[config.mk]
export PLATFORM = sky130hd
export DESIGN_NAME = program_loader
export DESIGN_NICKNAME = d
export VERILOG_FILES = /design/src/rtl/program_loader_pkg.sv /design/src/rtl/loader_csum.sv /design/src/rtl/program_loader.sv
export SDC_FILE = /design/constraint.sdc
export NUM_CORES = 1
export LEC_CHECK = 0
export BUFFER_PORTS_ARGS = -buffer_cell sky130_fd_sc_hd__buf_2
export CORE_ASPECT_RATIO = 1.1
export CORE_MARGIN = 3
export CORE_UTILIZATION = 62
export CTS_CLUSTER_SIZE = 14
export DETAILED_ROUTE_END_ITERATION = 16
export GPL_TIMING_DRIVEN = 0
export HOLD_SLACK_MARGIN = 0.12
export PLACE_DENSITY = 0.85
export REMOVE_ABC_BUFFERS = 1
export SLEW_MARGIN = 15
export SYNTH_ARGS = -nofsm -noshare
export SYNTH_HDL_FRONTEND = slang
export SYNTH_HIERARCHICAL = 1
export SYNTH_SLANG_ARGS = --single-unit
[constraint.sdc]
create_clock -name clk -period 6.41 [get_ports clk]
set_input_delay 1.282 -clock clk [delete_from_list [all_inputs] [get_ports clk]]
set_output_delay 1.282 -clock clk [all_outputs]
set_load 0.02 [all_outputs]
[src/rtl/program_loader_pkg.sv]
// Shared definitions for the RISC15 boot loader and its instruction/data memory.
// Latency: n/a (types and constants only).
// Backpressure: n/a.
//
// Holds the loader state encoding, the memory geometry defaults shared with
// the 64-word memory, and the largest program length a single frame may carry.
package program_loader_pkg;

    localparam int PL_ADDR_W = 6;
    localparam int PL_DATA_W = 16;

    // A frame may fill the whole memory but no more.
    function automatic int max_len(input int addr_w);
        return 1 << addr_w;
    endfunction

    localparam int PL_MAX_LEN = max_len(PL_ADDR_W);

    typedef enum logic [2:0] {
        IDLE = 3'd0,
        LEN  = 3'd1,
        DATA = 3'd2,
        CSUM = 3'd3,
        RUN  = 3'd4,
        ERR  = 3'd5
    } state_t;

endpackage

[src/rtl/loader_csum.sv]
// Additive checksum accumulator for the program loader.
// Latency: sum updates one cycle after add_en; match is combinational on the registered sum.
// Backpressure: none; adds whenever add_en is high.
//
// Ports:
//   clk, rst_n     - clock and synchronous active-low reset
//   clr            - zero the running sum (takes priority over add_en)
//   add_en/add_data- add add_data into the sum, modulo 2^DATA_W
//   cmp_data       - value compared against the current sum
//   sum, match     - running sum and (sum == cmp_data)
module loader_csum
    import program_loader_pkg::*;
#(
    parameter int DATA_W = PL_DATA_W
) (
    input  logic              clk,
    input  logic              rst_n,
    input  logic              clr,
    input  logic              add_en,
    input  logic [DATA_W-1:0] add_data,
    input  logic [DATA_W-1:0] cmp_data,
    output logic [DATA_W-1:0] sum,
    output logic              match
);

    always_ff @(posedge clk) begin
        if (!rst_n) begin
            sum <= '0;
        end else if (clr) begin
            sum <= '0;
        end else if (add_en) begin
            // Natural wrap of the DATA_W-bit adder gives the modulo sum.
            sum <= sum + add_data;
        end
    end

    assign match = (sum == cmp_data);

endmodule

[src/rtl/program_loader.sv]
// Boot loader: takes a length/data/checksum frame and writes it into core memory, then releases the core.
// Latency: memory write one cycle after a data word is accepted; done/err one cycle after the checksum word.
// Backpressure: ld_ready is high throughout LEN/DATA/CSUM; every valid word is taken, no skid buffer.
//
// Ports:
//   clk, proc_rst          - clock and synchronous active-low reset
//   ld_start               - pulse to begin a load (honoured in IDLE/RUN/ERR only)
//   ld_valid/ld_ready/ld_data - 16-bit word stream: length, N data words, checksum
//   mem_addr/mem_wdata/mem_we - memory write port, one pulse per data word
//   core_hold              - core reset, high until a load succeeds
//   done, err              - load outcome
//   words_loaded           - data words written by the current or last load
module program_loader
    import program_loader_pkg::*;
#(
    parameter int ADDR_W     = PL_ADDR_W,
    parameter int DATA_W     = PL_DATA_W,
    parameter int START_ADDR = 0
) (
    input  logic              clk,
    input  logic              proc_rst,
    input  logic              ld_start,
    input  logic              ld_valid,
    input  logic [DATA_W-1:0] ld_data,
    output logic              ld_ready,
    output logic [ADDR_W-1:0] mem_addr,
    output logic [DATA_W-1:0] mem_wdata,
    output logic              mem_we,
    output logic              core_hold,
    output logic              done,
    output logic              err,
    output logic [ADDR_W:0]   words_loaded
);

    localparam logic [31:0] MAX_LEN_U = 32'(max_len(ADDR_W));

    state_t            state;
    logic [ADDR_W-1:0] ptr;
    logic [ADDR_W:0]   remaining;
    logic              accept;
    logic              len_bad;
    logic              csum_clr;
    logic              csum_add;
    logic              csum_match;
    logic [DATA_W-1:0] csum_sum;

    assign accept   = ld_valid & ld_ready;
    // Length must be 1..2^ADDR_W; compare in 32 bits so large words never alias.
    assign len_bad  = (ld_data == '0) || (32'(ld_data) > MAX_LEN_U);
    assign csum_clr = accept && (state == LEN);
    assign csum_add = accept && (state == DATA);

    loader_csum #(
        .DATA_W (DATA_W)
    ) u_csum (
        .clk      (clk),
        .rst_n    (proc_rst),
        .clr      (csum_clr),
        .add_en   (csum_add),
        .add_data (ld_data),
        .cmp_data (ld_data),
        .sum      (csum_sum),
        .match    (csum_match)
    );

    always_ff @(posedge clk) begin
        if (!proc_rst) begin
            state        <= IDLE;
            ld_ready     <= 1'b0;
            mem_we       <= 1'b0;
            mem_addr     <= '0;
            mem_wdata    <= '0;
            core_hold    <= 1'b1;
            done         <= 1'b0;
            err          <= 1'b0;
            words_loaded <= '0;
            ptr          <= '0;
            remaining    <= '0;
        end else begin
            // Write strobe is a single-cycle pulse; only a DATA acceptance raises it.
            mem_we <= 1'b0;

            case (state)
                IDLE: begin
                    if (ld_start) begin
                        state     <= LEN;
                        ld_ready  <= 1'b1;
                        core_hold <= 1'b1;
                        done      <= 1'b0;
                        err       <= 1'b0;
                    end
                end

                LEN: begin
                    if (accept) begin
                        if (len_bad) begin
                            state    <= ERR;
                            ld_ready <= 1'b0;
                            err      <= 1'b1;
                        end else begin
                            state        <= DATA;
                            remaining    <= ld_data[ADDR_W:0];
                            ptr          <= ADDR_W'(START_ADDR);
                            words_loaded <= '0;
                        end
                    end
                end

                DATA: begin
                    if (accept) begin
                        mem_we       <= 1'b1;
                        mem_addr     <= ptr;
                        mem_wdata    <= ld_data;
                        // Pointer wraps at the top of memory by width.
                        ptr          <= ptr + 1'b1;
                        words_loaded <= words_loaded + 1'b1;
                        remaining    <= remaining - 1'b1;
                        if (remaining == (ADDR_W+1)'(1)) begin
                            state <= CSUM;
                        end
                    end
                end

                CSUM: begin
                    if (accept) begin
                        ld_ready <= 1'b0;
                        if (csum_match) begin
                            state     <= RUN;
                            core_hold <= 1'b0;
                            done      <= 1'b1;
                            err       <= 1'b0;
                        end else begin
                            state     <= ERR;
                            core_hold <= 1'b1;
                            done      <= 1'b0;
                            err       <= 1'b1;
                        end
                    end
                end

                RUN, ERR: begin
                    if (ld_start) begin
                        state     <= LEN;
                        ld_ready  <= 1'b1;
                        core_hold <= 1'b1;
                        done      <= 1'b0;
                        err       <= 1'b0;
                    end
                end

                default: begin
                    state     <= IDLE;
                    ld_ready  <= 1'b0;
                    core_hold <= 1'b1;
                    done      <= 1'b0;
                    err       <= 1'b0;
                end
            endcase
        end
    end

endmodule

Word level (Yosys, flattened, before mapping)
Cells that the tools add are included.
- input port bits: 20
- flip-flop bits (word level): 66
- word-level logic and storage cells: 86
- output and inout port bits: 34
- reductions and logical operators: 15
- eq/ne operators: 14
- $lt $le $gt $ge: 1
- bitwise operators: 4
- multiplexer cells: 36
- add/sub/neg operators: 4
- operator list (cell ; number):
    7-bit 2-to-1 mux ; 6
    7-bit one-hot mux with 2 select lines ; 2
    3-bit 2-to-1 mux ; 6
    6-bit 2-to-1 mux ; 3
    16-bit adder ; 1
    16-bit == test ; 1
    16-bit by 7-bit > comparator with 1-bit output (second input constant) ; 1
    16-bit logical NOT ; 1
    1-bit 2-to-1 mux ; 13
    3-bit one-hot mux with 4 select lines ; 1
    6-bit one-hot mux with 2 select lines ; 1
    2-bit inequality test (second input constant) ; 5
    5-bit AND reduction ; 2
    1-bit one-hot mux with 4 select lines ; 2
    7-bit by 1-bit adder with 7-bit output (second input constant) ; 1
    7-bit by 1-bit == test with 1-bit output (second input constant) ; 1
    7-bit by 1-bit subtractor with 7-bit output (second input constant) ; 1
    6-bit by 1-bit adder with 6-bit output (second input constant) ; 1
    3-bit by 2-bit == test with 1-bit output (second input constant) ; 2
    3-bit == test (second input constant) ; 2
    1-bit one-hot mux with 3 select lines ; 2
    2-bit by 1-bit inequality test with 1-bit output (second input constant) ; 2
    2-bit AND reduction ; 2
    4-bit AND reduction ; 1
    other kinds (10) ; 14

Logic depth before layout (Yosys ltp)
- depth after elaboration: 5
- depth in mapped cells: 10
- mapped depth without buffers: 8

Modules after synthesis
Netlist, hierarchy kept.
- modules (own cells, without submodules) (module ; area each (um^2) ; cells an instance ; times used):
    program_loader ; 2353.5 ; 295 ; 1
    loader_csum ; 1470.2 ; 173 ; 1

Worst setup path before layout
Ideal clock, no wire load.
- path kind: input to register
- from: input port ld_valid
- to: register u_csum.sum[7]
- path buffers: 4
- arrival time: 3100 ps
- stages: 9
- setup slack: 3223 ps
- library setup time: 87 ps
- path through: and2_0 > clkbuf_1 > nand2_1 > inv_1 > buf_2 > buf_1 > buf_1 > nand2_1 > o31ai_1
- elaborated cells on any way between the ends: 4
- those cells by class: 1 x bitwise; 3 x reduce/logical
- RTL lines (what ; line ; source):
    from (decl) ; program_loader.sv:23 ; input logic ld_valid,
    1-bit AND ; program_loader.sv:47 ; assign accept = ld_valid & ld_ready;
    1-bit logical AND ; program_loader.sv:51 ; assign csum_add = accept && (state == DATA);
    named net csum_add ; program_loader.sv:43 ; logic csum_add;
    to (signal assigned) ; loader_csum.sv:33 ; sum <= sum + add_data;
    to (decl) ; loader_csum.sv:22 ; output logic [DATA_W-1:0] sum,
The timed path passes the listed nets, and every way through them passes these cells.
A chain may end at the register's enable or synchronous reset.

Final worst setup path
- from: input port ld_valid
- to: register u_csum.sum[9]
- cells in the longest elaborated chain, start to end: 3
- elaborated cells on any way between the ends: 4
- those cells by class: 1 x bitwise; 3 x reduce/logical
- ends and longest elaborated chain (what ; line ; source):
    1-bit AND * ; program_loader.sv:47 ;
    1-bit logical AND ; program_loader.sv:50 ; assign csum_clr = accept && (state == LEN);
    2-bit OR reduction (no source line) ; - ;
Mark *: on every way between the ends. The rest lies on a longest branch, timed or not.

==> key figures <==
Route
  – Top sig layer: met4
  – Post-DR wirelength/cell: 15.1 µm
  – Detailed Route WL: 8990 µm
  – Pre-antenna DRT Iters: 4
  – DRC viols: 0
  – Vias: 3541
  – 1st-iter DRT viols: 197
  – Met2 routed WL: 4530 µm
  – Met3 wire length: 335 µm
  – Met1 Wirelength: 3930 µm
  – Vias per inst: 5.96
  – Routed Antenna Nets: 0

Die
  – Initial Util: 0.650
  – Die ar.: 0.00715 mm²
  – I/O pin count: 54
  – Core Area: 0.00588 mm²
  – FP Rows: 29
  – Die W: 80.9 µm
  – Die height: 88.4 µm

Global routing
  – Pin count of the biggest net entering global routing: 54
  – Overall Global Routing Usage: 0.266
  – Total grt overflow: 0
  – First-pass GRT wire length: 15100 µm
  – Initial antenna violation count: 0
  – Vias in the first global route: 3346

Placement
  – Post-detail-place hpwl: 6300 µm
  – PortBufs: 53
  – Final Wtd Congestion: 0.929
  – Cells after DPL: 578

STA
  – Setup TNS: 0 ps
  – Shortest period the worst path allows: 3450 ps
  – Max-slew headroom: 0.437
  – RSZ-0062 raised after global routing: false
  – Worst Skew: 5.39 ps
  – Achievable Freq: 290 MHz
  – Final period util: 0.539
  – Final slew viol count: 0
  – Hold violation total from the final report: 0
  – Final setup viols: 0
  – Worst-margin pin slew: 845 ps

Worst hold path
  – Worst Hold Depth: 2
  – Worst Min Path Start: mem_wdata[0]
  – Worst min-delay path class: reg -> reg
  – Min-Delay Endpoint: mem_wdata[0]

Critical path
  – Worst Setup End Kind: flop
  – Critical Path RT: 6680 ps
  – WS Path Type: in -> reg
  – CP peak stage delay: 560 ps
  – R2r worst-path depth: 7
  – CP max stage cell: nand2_2
  – RR Startpoint: state[1]
  – Worst setup SP type: primary input
  – CP max FO: 48
  – Top Family by Delay on Critical Path: simple AND/OR/NAND/NOR gates
  – Crit path arrival time: 3730 ps
  – Worst Path Buf+Inv: 3
  – Critical-path cell list: buf_2 -> and2_0 -> nand2_2 -> inv_2 -> buf_12 -> nor3b_1 -> o311ai_0 -> o211ai_1
  – FF-to-FF End: u_csum/sum[9]
  – R2r setup slk: 3320 ps

Yosys
  – Synth Warn #: 6
  – Async S/R FF share, synth: 0
  – Seq/Total Area, Yosys: 0.346
  – Register bit total from synthesis: 66
  – Main synth FF type: dfxtp_1
  – EDFF count, synth: 0
  – Synth unique cells: 60
  – Mapped Area: 0.00382 mm²
  – Synth Instances: 468
  – Syn Area/Cell: 8.17 µm²

Finish
  – Net total in the final layout: 552
  – Final-layout fill cell count: 495
  – Most frequent cells in the layout: 78 x nand2_1, 66 x dfxtp_1, 53 x buf_2
  – Antenna Cells: 0
  – Layout area overhead: 12.9%
  – Layout cell share with drive strength beyond 1: 0.174
  – Commonest non-fill, non-tap cell in the layout: nand2_1
  – Non-filler cells, final: 594
  – Fin util: 0.734

Clock network
  – CTS tree: done
  – Num CTS Buffers: 9
  – Worst-path clk slew: 80 ps
  – Setup bufs post-CTS: 0
  – Hold buffers post-CTS: 0
  – Root Buffer: clkbuf_8
  – Post-CTS sizing: 0
  – H-tree depth: 3
  – Maximum buffer depth of the clock tree: 2
  – Clock sinks: 66
  – Clk Latency, worst-skew pair: 350 ps

Power
  – PwrDens: 208 mW/mm²
  – Worst VDD drop: 177 µV
  – Final Power: 0.899 mW
  – LEAKAGE: 1.68 nW

Run
  – Max-cap violations: 0

Status
  – Run status: finished clean
## tightest hold or removal path: stages (launching register included)
cell and delay (ps):
dfxtp_1 310, nand2_1 50, a21boi_0 60
## how the worst max path moves through the flow
stage          startpoint             to  slack (ps)  cells after the start
5_1_grt          ld_valid  u_csum/sum[9]        2700                      8
2_1_floorplan    ld_valid  u_csum/sum[9]        2520                      6
3_5_place_dp     ld_valid  u_csum/sum[9]        2720                      8
6_report         ld_valid  u_csum/sum[9]        2960                      8
3_3_place_gp     ld_valid  u_csum/sum[7]        1250                      6
4_1_cts          ld_valid  u_csum/sum[9]        2960                      8
## final cells by class
class / count / area (µm²) / share of cell area
timing repair buffer: 54 / 285 / 0.0661
sequential: 66 / 1320 / 0.306
clock buffer: 11 / 151 / 0.0351
tap: 77 / 96.3 / 0.0223
clock inverter: 5 / 37.5 / 0.00870
inverter: 8 / 30.0 / 0.00696
multi-input combinational: 373 / 2390 / 0.555
## cells by family after synthesis
group                    after synthesis  share of synthesized area
AO/OA/AOI/OAI                        128                      0.226
XOR/XNOR                              24                     0.0550
adder cells (fa/ha/maj)               20                     0.0674
buffers and inverters                 29                     0.0288
flip-flops                            66                      0.346
multiplexers                           8                     0.0209
AND/OR/NAND/NOR                      193                      0.256
## report_power, final
part           internal (mW)  total (mW)  switching (mW)
registers              0.419       0.433          0.0131
clock network          0.163       0.333           0.170
logic                 0.0529       0.134          0.0807
total                  0.635       0.899           0.264
## cell usage after synthesis, types with 3 or more instances
master | n | area share
nor3_1 | 6 | 0.0079
nor3b_1 | 4 | 0.0079
or4_1 | 3 | 0.0059
o211ai_1 | 4 | 0.0079
or3_1 | 3 | 0.0049
nand3_1 | 13 | 0.017
nand4_1 | 6 | 0.0098
or2_2 | 3 | 0.0049
inv_1 | 8 | 0.0079
nand2_1 | 79 | 0.078
o221a_2 | 3 | 0.0088
clkbuf_1 | 16 | 0.016
xnor2_1 | 24 | 0.055
dfxtp_1 | 66 | 0.35
o21a_1 | 3 | 0.0059
and3_1 | 6 | 0.0098
nor2b_1 | 7 | 0.011
a31oi_1 | 9 | 0.015
a21o_1 | 3 | 0.0059
nand3b_1 | 8 | 0.016
and2_1 | 5 | 0.0082
mux2i_1 | 8 | 0.021
a21boi_0 | 22 | 0.043
nand2b_1 | 7 | 0.011
a21boi_1 | 3 | 0.0059
o22ai_1 | 5 | 0.0082
buf_1 | 4 | 0.0039
nor2_1 | 30 | 0.029
o21ai_1 | 9 | 0.012
ha_1 | 19 | 0.062
o21bai_1 | 3 | 0.0059
a211oi_1 | 4 | 0.0079
o31ai_1 | 4 | 0.0079
a21oi_1 | 19 | 0.025
o21ai_0 | 21 | 0.027
## metrics by stage
step                cell area (µm²)  setup slack, ps  hold slack, ps
floorplan                      3740             2520             431
global placement               4110             1250             446
detailed placement             4130             2720             455
CTS                            4320             2960             467
global route                   4320             2700             477
finish                         4320             2960             464
## per-layer routing
layer / vias up / global-route usage
met5: - / 0
met4: 0 / 0.109
met3: 21 / 0.0468
met2: 93 / 0.476
met1: 1656 / 0.312
li1: 1771 / -
## state kept, by name, indices dropped and copies added (netlist names)
register      cells
remaining         7
mem_wdata        16
ld_ready          1
words_loaded      7
mem_addr          6
state             3
ptr               6
u_csum/sum       16
core_hold         1
mem_we            1
err               1
done              1
Power figures use the tool's default switching activity.
